[src/rtl/serial_tx_arbiter_if.sv]
// Request/grant and serial-output bundle for serial_tx_arbiter.
// master = requester side (drives req/data), slave = the arbiter.
interface serial_tx_arbiter_if #(
  parameter int SIZE = 8,
  parameter int NREQ = 4
);
  localparam int IW = $clog2(NREQ);

  // Handshake: req[i] is a level request that the requester holds until gnt[i]
  // pulses for one cycle; data[i*SIZE +: SIZE] is captured on that same edge.
  // ser_out is meaningful only while ser_valid is high.
  logic [NREQ-1:0]      req;
  logic [NREQ*SIZE-1:0] data;
  logic [NREQ-1:0]      gnt;
  logic                 ser_out;
  logic                 ser_valid;
  logic                 busy;
  logic                 done;
  logic [IW-1:0]        done_id;

  modport master (
    output req, data,
    input  gnt, ser_out, ser_valid, busy, done, done_id
  );

  modport slave (
    input  req, data,
    output gnt, ser_out, ser_valid, busy, done, done_id
  );
endinterface

[src/rtl/serial_tx_arbiter.sv]
// Round-robin arbiter feeding a serializer: grants one requester, then shifts its word out.
// Define SERIAL_TX_ARBITER_PARITY_EN to append an even-parity bit to each frame.
module serial_tx_arbiter #(
  parameter int SIZE      = 8,
  parameter int NREQ      = 4,
  parameter int SHIFT_DIR = 0
) (
  input  logic               clk,
  input  logic               reset,
  serial_tx_arbiter_if.slave bus,
  output logic               state_dbg
);
  localparam int IW = $clog2(NREQ);
  localparam int CW = $clog2(SIZE + 1);
  localparam int SW = $clog2(SIZE);
`ifdef SERIAL_TX_ARBITER_PARITY_EN
  localparam int FLEN = SIZE + 1;
`else
  localparam int FLEN = SIZE;
`endif
  localparam logic [CW-1:0] LAST = CW'(FLEN - 1);

  typedef enum logic {IDLE = 1'b0, SHIFT = 1'b1} state_t;

  state_t          state;
  logic [IW-1:0]   rr_ptr;
  logic [IW-1:0]   win_idx;
  logic            win_found;
  logic [SIZE-1:0] shadow;
  logic [CW-1:0]   cnt;
  logic [SW-1:0]   bit_idx;
  logic            frame_bit;
  int              cand;

  assign state_dbg = (state == SHIFT);

  // First asserted request at or above rr_ptr, wrapping past NREQ-1.
  always_comb begin
    win_found = 1'b0;
    win_idx   = '0;
    cand      = 0;
    for (int k = 0; k < NREQ; k++) begin
      cand = int'(rr_ptr) + k;
      if (cand >= NREQ) cand = cand - NREQ;
      if (!win_found && bus.req[cand[IW-1:0]]) begin
        win_found = 1'b1;
        win_idx   = cand[IW-1:0];
      end
    end
  end

  always_comb begin
    if (SHIFT_DIR == 0) bit_idx = SW'(cnt);
    else                bit_idx = SW'(SIZE - 1) - SW'(cnt);
`ifdef SERIAL_TX_ARBITER_PARITY_EN
    frame_bit = (cnt == CW'(SIZE)) ? ^shadow : shadow[bit_idx];
`else
    frame_bit = shadow[bit_idx];
`endif
  end

  always_ff @(posedge clk or posedge reset) begin
    if (reset) begin
      state         <= IDLE;
      rr_ptr        <= '0;
      shadow        <= '0;
      cnt           <= '0;
      bus.gnt       <= '0;
      bus.ser_out   <= 1'b0;
      bus.ser_valid <= 1'b0;
      bus.busy      <= 1'b0;
      bus.done      <= 1'b0;
      bus.done_id   <= '0;
    end else begin
      case (state)
        IDLE: begin
          bus.ser_out   <= 1'b0;
          bus.ser_valid <= 1'b0;
          bus.done      <= 1'b0;
          cnt           <= '0;
          if (win_found) begin
            bus.gnt     <= NREQ'(1) << win_idx;
            shadow      <= bus.data[win_idx*SIZE +: SIZE];
            bus.done_id <= win_idx;
            bus.busy    <= 1'b1;
            rr_ptr      <= (win_idx == IW'(NREQ - 1)) ? '0 : win_idx + 1'b1;
            state       <= SHIFT;
          end else begin
            bus.gnt  <= '0;
            bus.busy <= 1'b0;
          end
        end
        SHIFT: begin
          bus.gnt       <= '0;
          bus.ser_out   <= frame_bit;
          bus.ser_valid <= 1'b1;
          // busy stays high through the last bit; it drops on the next IDLE edge.
          if (cnt == LAST) begin
            bus.done <= 1'b1;
            cnt      <= '0;
            state    <= IDLE;
          end else begin
            cnt <= cnt + 1'b1;
          end
        end
        default: state <= IDLE;
      endcase
    end
  end
endmodule

[src/flat_wrapper.sv]
// flat-port wrapper written by rule: the top's interface ports become plain ports
module serial_tx_arbiter_flat 
#(
  parameter int SIZE      = 8,
  parameter int NREQ      = 4,
  parameter int SHIFT_DIR = 0
)
  (clk, reset, state_dbg, bus_req, bus_data, bus_gnt, bus_ser_out, bus_ser_valid, bus_busy, bus_done, bus_done_id);
  serial_tx_arbiter_if #(.SIZE(SIZE), .NREQ(NREQ)) bus_i ();
  input  logic clk;
  input  logic reset;
  output logic state_dbg;
  input wire logic [$bits(bus_i.req)-1:0] bus_req;
  input wire logic [$bits(bus_i.data)-1:0] bus_data;
  output wire logic [$bits(bus_i.gnt)-1:0] bus_gnt;
  output wire logic [$bits(bus_i.ser_out)-1:0] bus_ser_out;
  output wire logic [$bits(bus_i.ser_valid)-1:0] bus_ser_valid;
  output wire logic [$bits(bus_i.busy)-1:0] bus_busy;
  output wire logic [$bits(bus_i.done)-1:0] bus_done;
  output wire logic [$bits(bus_i.done_id)-1:0] bus_done_id;
  assign bus_i.req = bus_req;
  assign bus_i.data = bus_data;
  assign bus_gnt = bus_i.gnt;
  assign bus_ser_out = bus_i.ser_out;
  assign bus_ser_valid = bus_i.ser_valid;
  assign bus_busy = bus_i.busy;
  assign bus_done = bus_i.done;
  assign bus_done_id = bus_i.done_id;
  serial_tx_arbiter #(.SIZE(SIZE), .NREQ(NREQ), .SHIFT_DIR(SHIFT_DIR)) u_core (.clk(clk), .reset(reset), .bus(bus_i), .state_dbg(state_dbg));
endmodule
[config.mk]
export PLATFORM = sky130hd
export DESIGN_NAME = serial_tx_arbiter_flat
export DESIGN_NICKNAME = d
export VERILOG_FILES = /design/src/rtl/serial_tx_arbiter_if.sv /design/src/rtl/serial_tx_arbiter.sv /design/src/flat_wrapper.sv
export SDC_FILE = /design/constraint.sdc
export NUM_CORES = 1
export LEC_CHECK = 0
export CORE_UTILIZATION = 43
export CTS_BUF_LIST = sky130_fd_sc_hd__clkbuf_16
export CTS_CLUSTER_DIAMETER = 80
export DETAILED_ROUTE_END_ITERATION = 6
export PLACE_DENSITY = 0.79
export SLEW_MARGIN = 0
export SYNTH_ARGS = -nofsm -noshare
export SYNTH_HDL_FRONTEND = slang
export SYNTH_SLANG_ARGS = --single-unit
[constraint.sdc]
create_clock -name clk -period 1.7 [get_ports clk]
set_input_delay 0.34 -clock clk [delete_from_list [all_inputs] [get_ports clk]]
set_output_delay 0.34 -clock clk [all_outputs]
set_load 0.05 [all_outputs]
# [After elaboration in Yosys (flattened, before gate mapping)]
# Index checks and enable logic that the tools add are counted.
[totals] reg_bits=25 input_bits=38 out_inout_bits=11 wordCells=75
[classes] addsub=9 order_cmp=9 n_eq_ne=3 n_shift=2 mux=34 bitwise=1 n_reduce_logical=7
[op_table] cell="variable part select 32 x 6 -> 8 bit" count=1
[op_table] cell="2-to-1 mux 2 bit" count=9
[op_table] cell="one-hot mux 4 bit (2 select lines)" count=2
[op_table] cell="less-than comparator 2 x 3 -> 1 bit, second input constant" count=4
[op_table] cell="2-to-1 mux 1 bit" count=12
[op_table] cell=">= comparator 3 bit, second input constant" count=3
[op_table] cell="binary-select mux 1 bit (select 2 bit)" count=4
[op_table] cell="2-to-1 mux 4 bit" count=2
[op_table] cell="one-hot mux 1 bit (2 select lines)" count=4
[op_table] cell="subtractor 2 x 1 -> 2 bit, second input constant" count=4
[op_table] cell="adder 2 x 2 -> 3 bit, second input constant" count=2
[op_table] cell="adder 4 x 1 -> 4 bit, second input constant" count=1
[op_table] cell="equality test 4 x 3 -> 1 bit, second input constant" count=1
[op_table] cell="less-than comparator 3 x 4 -> 1 bit, second input constant" count=1
[op_table] cell="left shift 1 x 2 -> 4 bit, first input constant" count=1
[op_table] cell="adder 2 x 1 -> 3 bit, second input constant" count=1
[op_table] cell="binary-select mux 1 bit (select 3 bit)" count=1
[op_table] cell=">= comparator 2 x 3 -> 1 bit, second input constant" count=1
[op_table] cell="logical AND 1 bit" count=3
[op_table] cell="zero test 1 bit" count=3
[op_table] cell="adder 2 x 1 -> 2 bit, second input constant" count=1
[op_table] cell="equality test 2 bit, second input constant" count=1
[op_table] cell="!= test 2 bit, second input constant" count=1
[op_table] cell="AND reduction 2 bit" count=1
[op_table] cell="inverter 1 bit" count=1

# [Logic depth before layout (Yosys ltp)]
[depth] word_depth=17 ltp_mapped=7 depth_no_buf=6

# [Least setup slack after synthesis]
# OpenSTA, ideal clock, no wires.
[synth_path] path_kind="register -> register" from="register u_core.state (netlist: u_core.state_dbg)" to="register u_core.shadow[2]" t_arrival_ns=1.447 required_time_ns=1.562 slack_ns=0.115 stages_incl_launch_ff=6 n_path_buf=2 synth_period_minus_slack_ns=1.585 path_cell_list="dfrtp_1 clkbuf_1 or2_2 buf_2 nand2_1 o221ai_1"
[synth_between] elab_chain_cells=2
[synth_lines] element="start: declaration" line_no="serial_tx_arbiter.sv:25" text="state_t state;"
[synth_lines] element="start signal: assignment" line_no="serial_tx_arbiter.sv:64" text="state <= IDLE;"
[synth_lines] element="start signal: assignment" line_no="serial_tx_arbiter.sv:87" text="state <= SHIFT;"
[synth_lines] element="start signal: assignment" line_no="serial_tx_arbiter.sv:101" text="state <= IDLE;"
[synth_lines] element="inverter 1 bit"
[synth_lines] element="AND reduction 2 bit (no line)"
[synth_lines] element="end signal: assignment" line_no="serial_tx_arbiter.sv:83" text="shadow <= bus.data[win_idx*SIZE +: SIZE];"
[synth_lines] element="end: declaration" line_no="serial_tx_arbiter.sv:29" text="logic [SIZE-1:0] shadow;"
# No other way between the ends.
# A chain may end at the register's enable or synchronous reset.

# [Worst setup path in the final report]
[layout_path] from="input bus_req[0]" to="register u_core.shadow[6]"
[layout_between] elab_chain_cells=13 elab_cells_between_ends=24 cone_classes="shift (1); mux (16); reduce/logical (7)"
[layout_lines] element="start: declaration" line_no="flat_wrapper.sv:13" text="input wire logic [$bits(bus_i.req)-1:0] bus_req;"
[layout_lines] element="binary-select mux 1 bit (select 2 bit)" line_no="serial_tx_arbiter.sv:45" text="if (!win_found && bus.req[cand[IW-1:0]]) begin"
[layout_lines] element="2-to-1 mux 1 bit (implied by the code)" line_no="serial_tx_arbiter.sv:45"
[layout_lines] element="2-to-1 mux 1 bit" line_no="serial_tx_arbiter.sv:45"
[layout_lines] element="zero test 1 bit" line_no="serial_tx_arbiter.sv:45"
[layout_lines] element="logical AND 1 bit" line_no="serial_tx_arbiter.sv:45"
[layout_lines] element="2-to-1 mux 1 bit" line_no="serial_tx_arbiter.sv:45"
[layout_lines] element="zero test 1 bit" line_no="serial_tx_arbiter.sv:45"
[layout_lines] element="logical AND 1 bit" line_no="serial_tx_arbiter.sv:45"
[layout_lines] element="2-to-1 mux 1 bit" line_no="serial_tx_arbiter.sv:45"
[layout_lines] element="zero test 1 bit" line_no="serial_tx_arbiter.sv:45"
[layout_lines] element="logical AND 1 bit" line_no="serial_tx_arbiter.sv:45"
[layout_lines] element="2-to-1 mux 2 bit or 2-to-1 mux 1 bit (tied branches)" line_no="serial_tx_arbiter.sv:45"
[layout_lines] element="variable part select 32 x 6 -> 8 bit or AND reduction 2 bit (tied branches)"
# Parallel ways exist; a longest one is shown, timed or not. The select of a mux whose other input is x is not followed.

==> results.py <==
metrics = {
    "outcome": {
        "status": "finished, final reports clean",
    },
    "clocking": {
        "cts.hold.buffers_added": 0,
        "worst_skew_pair.late_latency_ns": 0.26,
        "cts_num_sinks": 25,
        "maximum_clock_path_buffer_count": 2,
        "cts_inserted_buffers": 3,
        "cts.htree.levels": 1,
        "cts_tree": "built",
        "cts_root_buffer": "clkbuf_16",
        "clk_pin_slew_ns": 0.07,
    },
    "synth": {
        "yosys_register_bits": 25,
        "synth_flop_cell": "dfrtp_1",
        "muxShareOfSynthArea_pct": 16.8,
        "synth.top_cell.area_share_pct": 49.0,
        "xor_xnor_share_of_the_synthesized_area_pct": 0.686,
        "synth.most_common_cell": "dfrtp_1",
        "synth.top_cells.by_area": "dfrtp_1, mux2i_1, o221ai_1, nand2_1, mux4_2",
        "synth-adder-area-share_pct": 1.96,
        "syn_nets": 155,
        "yosys.cell_types.count": 28,
        "synth_largest_area_cell": "dfrtp_1",
        "synthesis.yosys.warnings": 0,
        "synth.cell_area_sq_mm": 0.00128,
        "synthArstFlopShare_pct": 100,
        "syn_area_per_cell_sq_um": 11.1,
        "synth_top_family_by_area": "multiplexers",
        "synth_compound_area_share_pct": 11.5,
        "simple_logic_cell_fraction_of_the_synthesized_area_pct": 14.9,
        "synth-seq-area-share_pct": 49.0,
        "syn_inst": 115,
        "synth_edf_count": 0,
        "top_cells_by_count_synth": "dfrtp_1, nand2_1, mux2i_1",
    },
    "sta": {
        "relative_slew_slack_pct": 73.3,
        "min_period_ns": 1.64,
        "timing_worst_slew_pin_value_ns": 0.400,
        "timing.final.hold_violations": 0,
        "clock_skew_ns": 0.00594,
        "fin_crit_sh_pct": 96.5,
        "timing.final.setup_violations": 0,
        "fin_hold_ws_ns": 0.418,
        "timing.fmax_mhz": 609,
        "final_max_slew_viol_count": 0,
    },
    "setup_path": {
        "worstPathMaxFanout": 5,
        "critPathLaunch": "bus_req[0]",
        "r2r_path_start": "u_core.rr_ptr[0]$_DFFE_PP0P_",
        "worst_path_required_time_ns": 1.84,
        "cp.arrival_ns": 1.78,
        "crit_type": "in -> reg",
        "critical_path.endpoint_type": "register",
        "start_kind": "input port",
    },
    "floorplanning": {
        "std_cell_rows": 19,
        "chipWidth_um": 56.5,
        "placeableCoreArea_sq_mm": 0.00278,
        "effective_utilization_at_floorplan_pct": 45.9,
        "number_of_i_o_pins": 49,
        "floorplan.die_area_sq_mm": 0.00319,
        "dieHeight_um": 56.5,
    },
    "job": {
        "max_cap_violations": 0,
    },
    "placed_design": {
        "place_hpwl_um": 2190,
        "io_buffers": 48,
        "globalplace.congestion": 0.789,
    },
    "pwr": {
        "vdd_ir_drop_max_v": 0.00111,
        "cellLeakagePower_uw": 0.000955,
        "cellPowerDensity_mw_per_mm2": 1580,
    },
    "finish": {
        "share_of_the_core_filled_with_cells_pct": 72.5,
        "nFillCells": 202,
        "sequential_cell_area_in_the_final_layout_sq_um": 626,
        "final_net_count": 218,
        "multi_input_comb_area_sq_um": 618,
        "diodes": 0,
        "area_growth_pct": 57.8,
        "final_layout_size_suffix_gt1_share_pct": 23.2,
    },
    "routing": {
        "route.antenna.remaining_nets": 0,
        "average_wire_per_cell_in_the_routed_design_um": 14.0,
        "drtPass1Iterations": 4,
        "drt_first_iter_violations": 27,
        "drc": 0,
        "vias_per_cell": 5.25,
        "wirelength_um": 2920,
        "vias": 1091,
    },
    "global_routing": {
        "maximum_number_of_pins_on_one_net_before_global_route_repair": 26,
        "grt_antenna_before_repair": 0,
        "total_global_routing_overflow": 0,
        "wire_length_of_the_first_global_routing_pass_um": 4930,
        "grt_pass1_vias": 1160,
        "track_usage_pct": 20.0,
    },
    "hold_path": {
        "min_path_type": "in -> async",
    },
}
==> flip-flops by register name, indices dropped and copies added, names as in the netlist <==
signal and count:
u_core.shadow 8, u_core.bus.gnt 4, u_core.cnt 4, u_core.bus.done_id 2, u_core.rr_ptr 2, u_core.bus.busy 1
u_core.bus.done 1, u_core.bus.ser_out 1, u_core.bus.ser_valid 1, u_core.state_dbg 1
==> logic make-up after synthesis <==
logic type	count (synthesis)
AOI/OAI and AO/OA	19
xor gates and xnor gates	1
adders and majority gates	2
buffers and inverters	9
DFF	25
muxes	19
and+or+nand+nor	40
==> routing by layer <==
layer / vias to the layer above / wire length, um / track usage, %
met5: - / 0 / 0
met1: 515 / 1210 / 24.3
met3: 3 / 177 / 3.23
li1: 529 / - / -
met2: 44 / 1500 / 35.5
met4: 0 / 41 / 7.32
==> area by class of cell <==
class / instances / area share, %
flip-flops and latches: 25 / 31.0
multi-input cells: 81 / 30.7
clock inverters: 1 / 0.372
well taps: 31 / 1.92
inverters: 4 / 0.745
clock buffers: 3 / 3.72
repair buffers: 63 / 31.5
==> per-stage QoR <==
| stage | std cells | area, sq um | setup slack [ns] | TNS [ns] | total power (uW) |
|---|---|---|---|---|---|
| after floorplan | 115 | 1280 | 0.115 | 0 | 2030 |
| after global placement | 200 | 1850 | -0.287 | -3.22 | 2470 |
| after detailed placement | 200 | 1850 | -0.423 | -4.54 | 2530 |
| after CTS | 206 | 1950 | 0.0175 | 0 | 3100 |
| after global routing | 208 | 2020 | -0.0155 | -0.0155 | 3380 |
| final | 208 | 2020 | 0.0592 | 0 | 3180 |
==> report_power, final <==
group,internal [uW],switching (uW)
Sequential,842,192
Clock,320,212
Combinational,829,787
Total,1990,1190
==> critical path, cell delays in order <==
cell and delay [ns]:
dlygate4sd2_1 0.30, a21o_1 0.22, a21oi_2 0.17, o22a_4 0.22, clkbuf_16 0.16, mux2i_1 0.23
o221ai_1 0.13
==> timing repair <==
| action | in CTS | in global routing |
|---|---|---|
| setup endpoints to repair | 9 | 11 |
| gates cloned | 0 | 1 |
| pin swaps | 1 | 3 |
| hold endpoints to repair | 0 | 0 |
| resized for setup | 3 | 7 |
| setup buffers | 2 | 1 |
==> worst paths after layout <==
check | endpoint | slack [ns] | cells after the start
max | u_core.shadow[6]$_DFFE_PP0P_ | 0.06 | 7
min | u_core.cnt[1]$_DFF_PP0_ | 0.42 | 3
max reg2reg | u_core.rr_ptr[1]$_DFFE_PP0P_ | 0.06 | 7
min reg2reg | u_core.bus.done_id[0]$_DFFE_PP0P_ | 0.48 | 2
max in group asynchronous | u_core.rr_ptr[1]$_DFFE_PP0P_ | 1.04 | 3
min in group clk | u_core.bus.done_id[0]$_DFFE_PP0P_ | 0.48 | 2
==> layout by cell type (no fill, tap or decap), drive strengths merged, types with 2 or more instances in the layout <==
| master | n |
|---|---|
| nand2 | 19 |
| mux4 | 2 |
| nand2b | 3 |
| clkbuf | 4 |
| clkdlybuf4s50 | 33 |
| ha | 2 |
| and2 | 3 |
| dlymetal6s2s | 2 |
| nor2b | 6 |
| a21oi | 5 |
| nor2 | 5 |
| dfrtp | 25 |
| buf | 25 |
| o221ai | 8 |
| dlygate4sd2 | 2 |
| mux2i | 17 |
| inv | 4 |
Note: power is estimated with default switching activity, not from simulation.
